**src/rtl/axi_bus_arbiter.sv**
```systemverilog
// axi_bus_arbiter: two-master (m0 = CPU, m1 = DMA) to one-slave bus arbiter.
// A single transaction is in flight at a time: IDLE picks a master, ADDR
// forwards its request until the slave accepts it, and RESP routes the one
// response back to that master.
// Ties between masters are broken round-robin against the last master served.
// Optional feature macro ARB_TIMEOUT_EN: adds a response watchdog. When the
// slave stays silent for TIMEOUT_CYCLES cycles in RESP, TIMEOUT_DATA is
// returned to the master and the timeout output pulses.
module axi_bus_arbiter #(
  parameter int          TIMEOUT_CYCLES = 255,
  parameter logic [31:0] TIMEOUT_DATA   = 32'hDEADBEEF
) (
  input  logic        clk,
  input  logic        rst,
  // master 0 (CPU)
  input  logic        m0_avalid,
  input  logic        m0_awe,
  input  logic [31:2] m0_aaddr,
  input  logic [31:0] m0_adata,
  input  logic [3:0]  m0_astrb,
  output logic        m0_aready,
  output logic        m0_bvalid,
  output logic [31:0] m0_bdata,
  // master 1 (DMA)
  input  logic        m1_avalid,
  input  logic        m1_awe,
  input  logic [31:2] m1_aaddr,
  input  logic [31:0] m1_adata,
  input  logic [3:0]  m1_astrb,
  output logic        m1_aready,
  output logic        m1_bvalid,
  output logic [31:0] m1_bdata,
  // shared slave bus
  output logic        s_avalid,
  output logic        s_awe,
  output logic [31:2] s_aaddr,
  output logic [31:0] s_adata,
  output logic [3:0]  s_astrb,
  input  logic        s_aready,
  input  logic        s_bvalid,
  input  logic [31:0] s_bdata,
  // status
  output logic        grant,
  output logic        busy,
  output logic        timeout
);

  typedef enum logic [1:0] {S_IDLE, S_ADDR, S_RESP} state_t;

  state_t r_state;
  logic   r_grant;   // master that owns the bus
  logic   r_last;    // master served most recently (round-robin pointer)

  // Request fields of the currently granted master.
  logic        w_sel_avalid;
  logic        w_sel_awe;
  logic [31:2] w_sel_aaddr;
  logic [31:0] w_sel_adata;
  logic [3:0]  w_sel_astrb;

  assign w_sel_avalid = r_grant ? m1_avalid : m0_avalid;
  assign w_sel_awe    = r_grant ? m1_awe    : m0_awe;
  assign w_sel_aaddr  = r_grant ? m1_aaddr  : m0_aaddr;
  assign w_sel_adata  = r_grant ? m1_adata  : m0_adata;
  assign w_sel_astrb  = r_grant ? m1_astrb  : m0_astrb;

  // Reset forces every output low immediately, not only after the next edge,
  // so the phase qualifiers are gated with rst.
  logic w_in_addr;
  logic w_in_resp;
  assign w_in_addr = !rst && (r_state == S_ADDR);
  assign w_in_resp = !rst && (r_state == S_RESP);

  // Arbitration: a lone requester wins; on a tie the master not served last wins.
  logic w_pick;
  assign w_pick = (m0_avalid && m1_avalid) ? ~r_last : m1_avalid;

  logic w_timeout;

`ifdef ARB_TIMEOUT_EN
  localparam int CW = ($clog2(TIMEOUT_CYCLES + 1) > 8) ? $clog2(TIMEOUT_CYCLES + 1) : 8;
  localparam logic [CW-1:0] CNT_LIM = CW'(TIMEOUT_CYCLES);

  logic [CW-1:0] r_cnt;

  // A response arriving on the limit cycle takes priority over the timeout.
  assign w_timeout = w_in_resp && !s_bvalid && (r_cnt == CNT_LIM);

  // Watchdog: zero outside RESP, counts silent RESP cycles.
  always_ff @(posedge clk) begin
    if (rst) begin
      r_cnt <= '0;
    end else if (r_state != S_RESP) begin
      r_cnt <= '0;
    end else if (!s_bvalid) begin
      r_cnt <= r_cnt + 1'b1;
    end
  end
`else
  logic w_unused_cfg;
  assign w_unused_cfg = ^TIMEOUT_CYCLES;
  assign w_timeout    = 1'b0;
`endif

  // Main FSM: owns state, grant and the round-robin pointer.
  // NOTE: clocked state uses non-blocking assignments so every register
  // samples pre-edge values; blocking here would create order-dependent races.
  always_ff @(posedge clk) begin
    if (rst) begin
      r_state <= S_IDLE;
      r_grant <= 1'b0;
      r_last  <= 1'b1;
    end else begin
      case (r_state)
        S_IDLE: begin
          if (m0_avalid || m1_avalid) begin
            r_grant <= w_pick;
            r_state <= S_ADDR;
          end
        end
        S_ADDR: begin
          if (w_sel_avalid && s_aready) begin
            r_state <= S_RESP;
          end else if (!w_sel_avalid) begin
            r_state <= S_IDLE;   // request withdrawn: nothing transferred
          end
        end
        S_RESP: begin
          if (s_bvalid || w_timeout) begin
            r_last  <= r_grant;
            r_state <= S_IDLE;
          end
        end
        default: r_state <= S_IDLE;
      endcase
    end
  end

  logic        w_resp_fire;
  logic [31:0] w_resp_data;
  assign w_resp_fire = w_in_resp && (s_bvalid || w_timeout);
  assign w_resp_data = s_bvalid ? s_bdata : TIMEOUT_DATA;

  // Output steering: slave request path in ADDR, response path in RESP.
  // NOTE: every output gets a default first so no path can infer a latch.
  always_comb begin
    s_avalid  = 1'b0;
    s_awe     = 1'b0;
    s_aaddr   = '0;
    s_adata   = '0;
    s_astrb   = '0;
    m0_aready = 1'b0;
    m1_aready = 1'b0;
    m0_bvalid = 1'b0;
    m1_bvalid = 1'b0;
    m0_bdata  = '0;
    m1_bdata  = '0;
    if (w_in_addr) begin
      s_avalid = w_sel_avalid;
      s_awe    = w_sel_awe;
      s_aaddr  = w_sel_aaddr;
      s_adata  = w_sel_adata;
      s_astrb  = w_sel_astrb;
      if (r_grant) m1_aready = s_aready;
      else         m0_aready = s_aready;
    end
    if (w_resp_fire) begin
      if (r_grant) begin
        m1_bvalid = 1'b1;
        m1_bdata  = w_resp_data;
      end else begin
        m0_bvalid = 1'b1;
        m0_bdata  = w_resp_data;
      end
    end
  end

  assign grant   = !rst && r_grant;
  assign busy    = !rst && (r_state != S_IDLE);
  assign timeout = w_timeout;

endmodule

```
**config.mk**
```make
export PLATFORM = sky130hd
export DESIGN_NAME = axi_bus_arbiter
export DESIGN_NICKNAME = d
export VERILOG_FILES = /design/src/rtl/axi_bus_arbiter.sv
export SDC_FILE = /design/constraint.sdc
export NUM_CORES = 1
export LEC_CHECK = 0
export CORE_AREA = 2 2 120 122
export DETAILED_ROUTE_END_ITERATION = 12
export DIE_AREA = 0 0 122 124
export PLACE_DENSITY_LB_ADDON = 0.15
export REMOVE_ABC_BUFFERS = 1
export SLEW_MARGIN = 5
export SYNTH_ARGS = -nofsm -noshare
export SYNTH_HDL_FRONTEND = slang
export SYNTH_SLANG_ARGS = --single-unit
```
**constraint.sdc**
```tcl
create_clock -name clk -period 1.6 [get_ports clk]
set_input_delay 0.24 -clock clk [delete_from_list [all_inputs] [get_ports clk]]
set_output_delay 0.24 -clock clk [all_outputs]
set_load 0.05 [all_outputs]
```
# ---- Yosys cells after proc, flatten, opt, wreduce, memory -nomap -nowiden
# Cells that the tools add are included.
dict set report word_totals {
  ff_bits 4
  input_bits 172
  out_inout_bits 139
  elab_cells 52
}
dict set report classes {
  eq_ne 5
  muxes 29
  n_bitwise 1
  n_reduce_logical 14
}
# operator n
set ops {}
lappend ops {{two-way mux 32 bit} 7}
lappend ops {{two-way mux 30 bit} 2}
lappend ops {{two-way mux 1 bit} 13}
lappend ops {{two-way mux 2 bit} 4}
lappend ops {{two-way mux 4 bit} 2}
lappend ops {{logical AND 1 bit} 7}
lappend ops {{one-hot mux 2 bit (3 select lines)} 1}
lappend ops {{!= test 2 bit, second input constant} 2}
lappend ops {{AND reduction 2 bit} 2}
lappend ops {{!= test 3 x 2 -> 1 bit, second input constant} 1}
lappend ops {{AND reduction 3 bit} 1}
lappend ops {{== test 2 x 1 -> 1 bit, second input constant} 1}
lappend ops {{== test 2 bit, second input constant} 1}
lappend ops {{zero test 2 bit} 1}
lappend ops {{nonzero test 2 bit} 1}
lappend ops {{zero test 1 bit} 1}
lappend ops {{logical OR 1 bit} 1}
lappend ops {{NOT 1 bit} 1}

# ---- Logic depth before layout (Yosys ltp)
dict set report logic_depth {
  word_depth 4
  ltp_mapped 6
  mapped_depth_nobuf 3
}

# ---- Worst setup path before layout
# Ideal clock, no wire load.
dict set report synth_path {
  kind {reg2out}
  from {register r_state[1]}
  to {output port s_aaddr[11] (netlist bit)}
  t_arrival_ns 1.541
  required_time_ns 1.360
  slack_ns -0.181
  path_stages_with_launch 6
  path_buffers 2
  cell_sequence {dfxtp_1 > nor2_1 > nand2_1 > buf_4 > buf_6 > nor2_1}
}
dict set report synth_via {
  elab_chain_cells 3
}
# element line
set synth_lines {}
lappend synth_lines {{start, declared} 50} ;# state_t r_state;
lappend synth_lines {{start signal, assigned} 110} ;# r_state <= S_IDLE;
lappend synth_lines {{start signal, assigned} 118} ;# r_state <= S_ADDR;
lappend synth_lines {{start signal, assigned} 123} ;# r_state <= S_RESP;
lappend synth_lines {{== test 2 x 1 -> 1 bit} 71} ;# assign w_in_addr = !rst && (r_state == S_ADDR);
lappend synth_lines {{logical AND 1 bit} 71}
lappend synth_lines {{two-way mux 30 bit} 158} ;# if (w_in_addr) begin
lappend synth_lines {{end, declared} 36} ;# output logic [31:2] s_aaddr,
# Every way passes these cells.

# ---- Final worst setup path
dict set report layout_path {
  from {register r_grant}
  to {output port s_adata[30]}
}
dict set report layout_via {
  elab_chain_cells 2
}
# element line
set layout_lines {}
lappend layout_lines {{start, declared} 51} ;# logic r_grant;
lappend layout_lines {{start signal, assigned} 117} ;# r_grant <= w_pick;
lappend layout_lines {{two-way mux 32 bit} 64} ;# assign w_sel_adata = r_grant ? m1_adata : m0_adata;
lappend layout_lines {{two-way mux 32 bit} 158}
lappend layout_lines {{end, declared} 37} ;# output logic [31:0] s_adata,
# Every way passes these cells.

==> metrics.md <==
| Metric | Value |
|---|---|
| Outcome | finished with violations |
| Violated checks | negative setup slack |
| Total number of vias | 3151 |
| Storage cell area | roughly 89 um2 |
| WP data required | 1360 ps |
| Final cycle utilization of the critical path | 107.3% |
| Remaining global-route overflow | 0 |
| Final min period | 1717 ps |
| Clk sinks | 4 |
| F_max | a little under 0.6 GHz |
| Nets@finish | 754 |
| DP Wirelength | 10.85 mm |
| Mean Syn Cell Area | about 7 um2 |
| Slowest CP cell | dfxtp_4 |
| Multi-input gate area | between 2000 and 2500 um2 |
| Post-route DRC | 0 |
| Clk_lat worst skew | approximately 220 ps |
| Pwr/cell area | about 310 nW/um2 |
| Post-synthesis cell count | approximately 250 |
| Crit path cell chain | buf_12 -> clkbuf_16 -> mux2i_2 -> nor2_2 -> buf_12 |
| Hold path cells | 3 |
| Final WL | 13.99 mm |
| Final Skew | 2.356 ps |
| FF-to-FF End | r_state[0] |
| Die area | around 15000 um2 |
| IO Port Bufs | between 300 and 400 |
| HP Start | rst |
| Wire length per cell | 18.39 um |
| Detailed Routing Iterations Pass 1 | 4 |
| Sw power | 0.0008936 W |
| Core area | 13720 um2 |
| Final Hold Vio Count | 0 |
| Max Slew Vio Count | 0 |
| Main synth FF type | dfxtp_1 |
| Final Worst Setup Slack | -116.6 ps |
| Leak | 2.869 nW |
| TritonCTS clock tree | built |
| Critical path class | flop to output port |
| Vias in the first global route | roughly 3200 |
| Crit Path Max Fanout | 9 |
| Largest net degree at the start of global routing | 55 |
| Commonest non-fill, non-tap cell in the layout | clkdlybuf4s50_1 |
| Number of max-cap violations | 0 |
| Power Internal | 0.001468 W |
| Worst Hold Path EP | r_grant |
| Commonest cells after routing, fill and taps aside | clkdlybuf4s50_1 (169), buf_12 (144), and2_4 (58) |
| Total GRT Usage | between 10% and 20% |
| First-pass GRT wire length | around 18 mm |
| Reg-to-Reg Start | r_grant |
| Setup TNS | -9076 ps |
| Number of top-level pins | approximately 310 |
| Routed Antenna Nets | 0 |
| Max incr delay on CP | roughly 460 ps |
| Post-synth EDFFs | 0 |
| Part of the power in combinational logic | around 80% |
| Startpoint types | flop |
| R2r setup slk | between 200 and 300 ps |
| Clock share of power | between 15 and 20% |
| Antenna cells | 0 |
| Die Y-Extent | 124 um |
| Sw Share | approximately 38% |
| Final setup viols | approximately 130 |
| Initial antenna violation count | 1 |
| Die X | ~120 um |
| Layout cells sized above 1 | about three fifths |
| Clk root buf | clkbuf_16 |
| Vias per Instance | 4.141 |
| DR iter-0 viols | between 60 and 70 |
| Crit. Startpoint | r_grant |
| Initial Utilization | between 10% and 20% |
| Worst Path Arrival | roughly 1500 ps |
| Yosys cell types | 23 |
| Placer Congestion | 0.7827 |
| Synthesized area | 1768 um2 |
| H-tree levels | 1 |
| Asr flop ratio synth | 0% |
| Ys Warns | 0 |
| Crit end category | output port |
| TritonCTS buffer count | 3 |
| DP Cell Count | about 730 |
| RSZ-0062 raised after global routing | true |
| R2R depth | 4 |
| Share of power burned in registers | just over 5% |
| Num rows | between 40 and 50 |
| Area delta synth->final | 325.1% |
| Sequential share of the synthesized area | 4.529% |
| Maximum vdd drop | approximately 0.00023 V |
| Worst slack, placed | -353.9 ps |
| Synthesis-stage register bit count | 4 |
| Fill cells | around 1200 |
| Hold WC Path Type | input pin to flop |
| Worst-path clk slew | about 30 ps |
| # hold bufs at CTS | 0 |
| Max clock buf depth | 2 |
| Final Non-Filler Cells | 761 |
| Crit path top cell by count | buf_12 |
## Yosys cell counts (2+ instances only)
cell,number,share of area (%)
buf_2,7,2.0
and2_1,53,19
and2_2,12,5.1
nand2_1,3,0.64
buf_6,6,3.8
nor2_1,75,16
buf_4,9,3.8
a21oi_1,2,0.57
dfxtp_1,4,4.5
mux2i_1,68,38
## sequential cells by signal, indices dropped and copies added (netlist names)
| signal | count |
|---|---|
| r_grant | 1 |
| r_state | 2 |
| r_last | 1 |
## cell type report
type	instances	share of cell area (%)
timing repair buffer	346	67.23
multi-input combinational	227	27.54
tap	180	2.997
sequential	4	1.182
clock buffer	4	1.049
## per-layer routing
| layer | global-route usage [%] | vias to the layer above | part of all wire, % |
|---|---|---|---|
| met4 | 2.514 | 2 | 1.3 |
| met3 | 6.456 | 10 | 12 |
| li1 | - | 1495 | - |
| met5 | 0 | - | 0.093 |
| met2 | 31.18 | 192 | 56 |
| met1 | 15.43 | 1452 | 31 |
## worst max path at each step
| stage | endpoint | depth (start not counted) |
|---|---|---|
| final | s_adata[30] | 5 |
| after global routing | m0_bdata[11] | 6 |
| after CTS | m0_bdata[11] | 6 |
| after detailed placement | m1_bdata[6] | 5 |
| after global placement | m1_bdata[10] | 5 |
| after floorplan | m1_bdata[0] | 2 |
## cells by family after synthesis
family / count (synthesis) / share of synthesized area [%]
AO/OA/AOI/OAI: 5 / 1.769
buffers and inverters: 23 / 10.05
multiplexers: 68 / 38.50
other: 1 / 0.2121
AND/OR/NAND/NOR: 151 / 44.94
flip-flops: 4 / 4.530
## stage by stage
step | power (W) | area (um2) | hold slack, ps | util [%]
finish | 0.002362 | 7515 | 503.9 | 54.77
CTS | 0.002159 | 6998 | 467.5 | 51.01
detailed placement | 0.001659 | 6491 | 513.1 | 47.31
floorplan | 0.0007156 | 1590 | 309.1 | -
global placement | 0.001651 | 6491 | 529.2 | 47.31
global route | 0.002444 | 7515 | 537.8 | 54.77
## worst max-delay path: cells and delay by family, from the launching register on
| family | cells | cell delay, ps |
|---|---|---|
| buffers and inverters | 3 | 460 |
| DFF | 1 | 460 |
| muxes | 1 | 250 |
| and+or+nand+nor | 1 | 70 |
## repair_timing
action,CTS,global route
setup endpoints to repair,136,136
gates resized for setup,98,108
gates cloned,4,7
pin swaps,12,4
setup buffers,12,1
## power by group through the flow
stage | Sequential (W) | Combinational (W) | Clock, W
2_1_floorplan | 0.000157 | 0.000558 | 0
3_3_place_gp | 0.000119 | 0.00153 | 0
3_5_place_dp | 0.000120 | 0.00154 | 0
4_1_cts | 0.000119 | 0.00163 | 0.000410
5_1_grt | 0.000122 | 0.00191 | 0.000415
6_report | 0.000121 | 0.00184 | 0.000404
No activity file was read; power rests on OpenSTA's default activity.
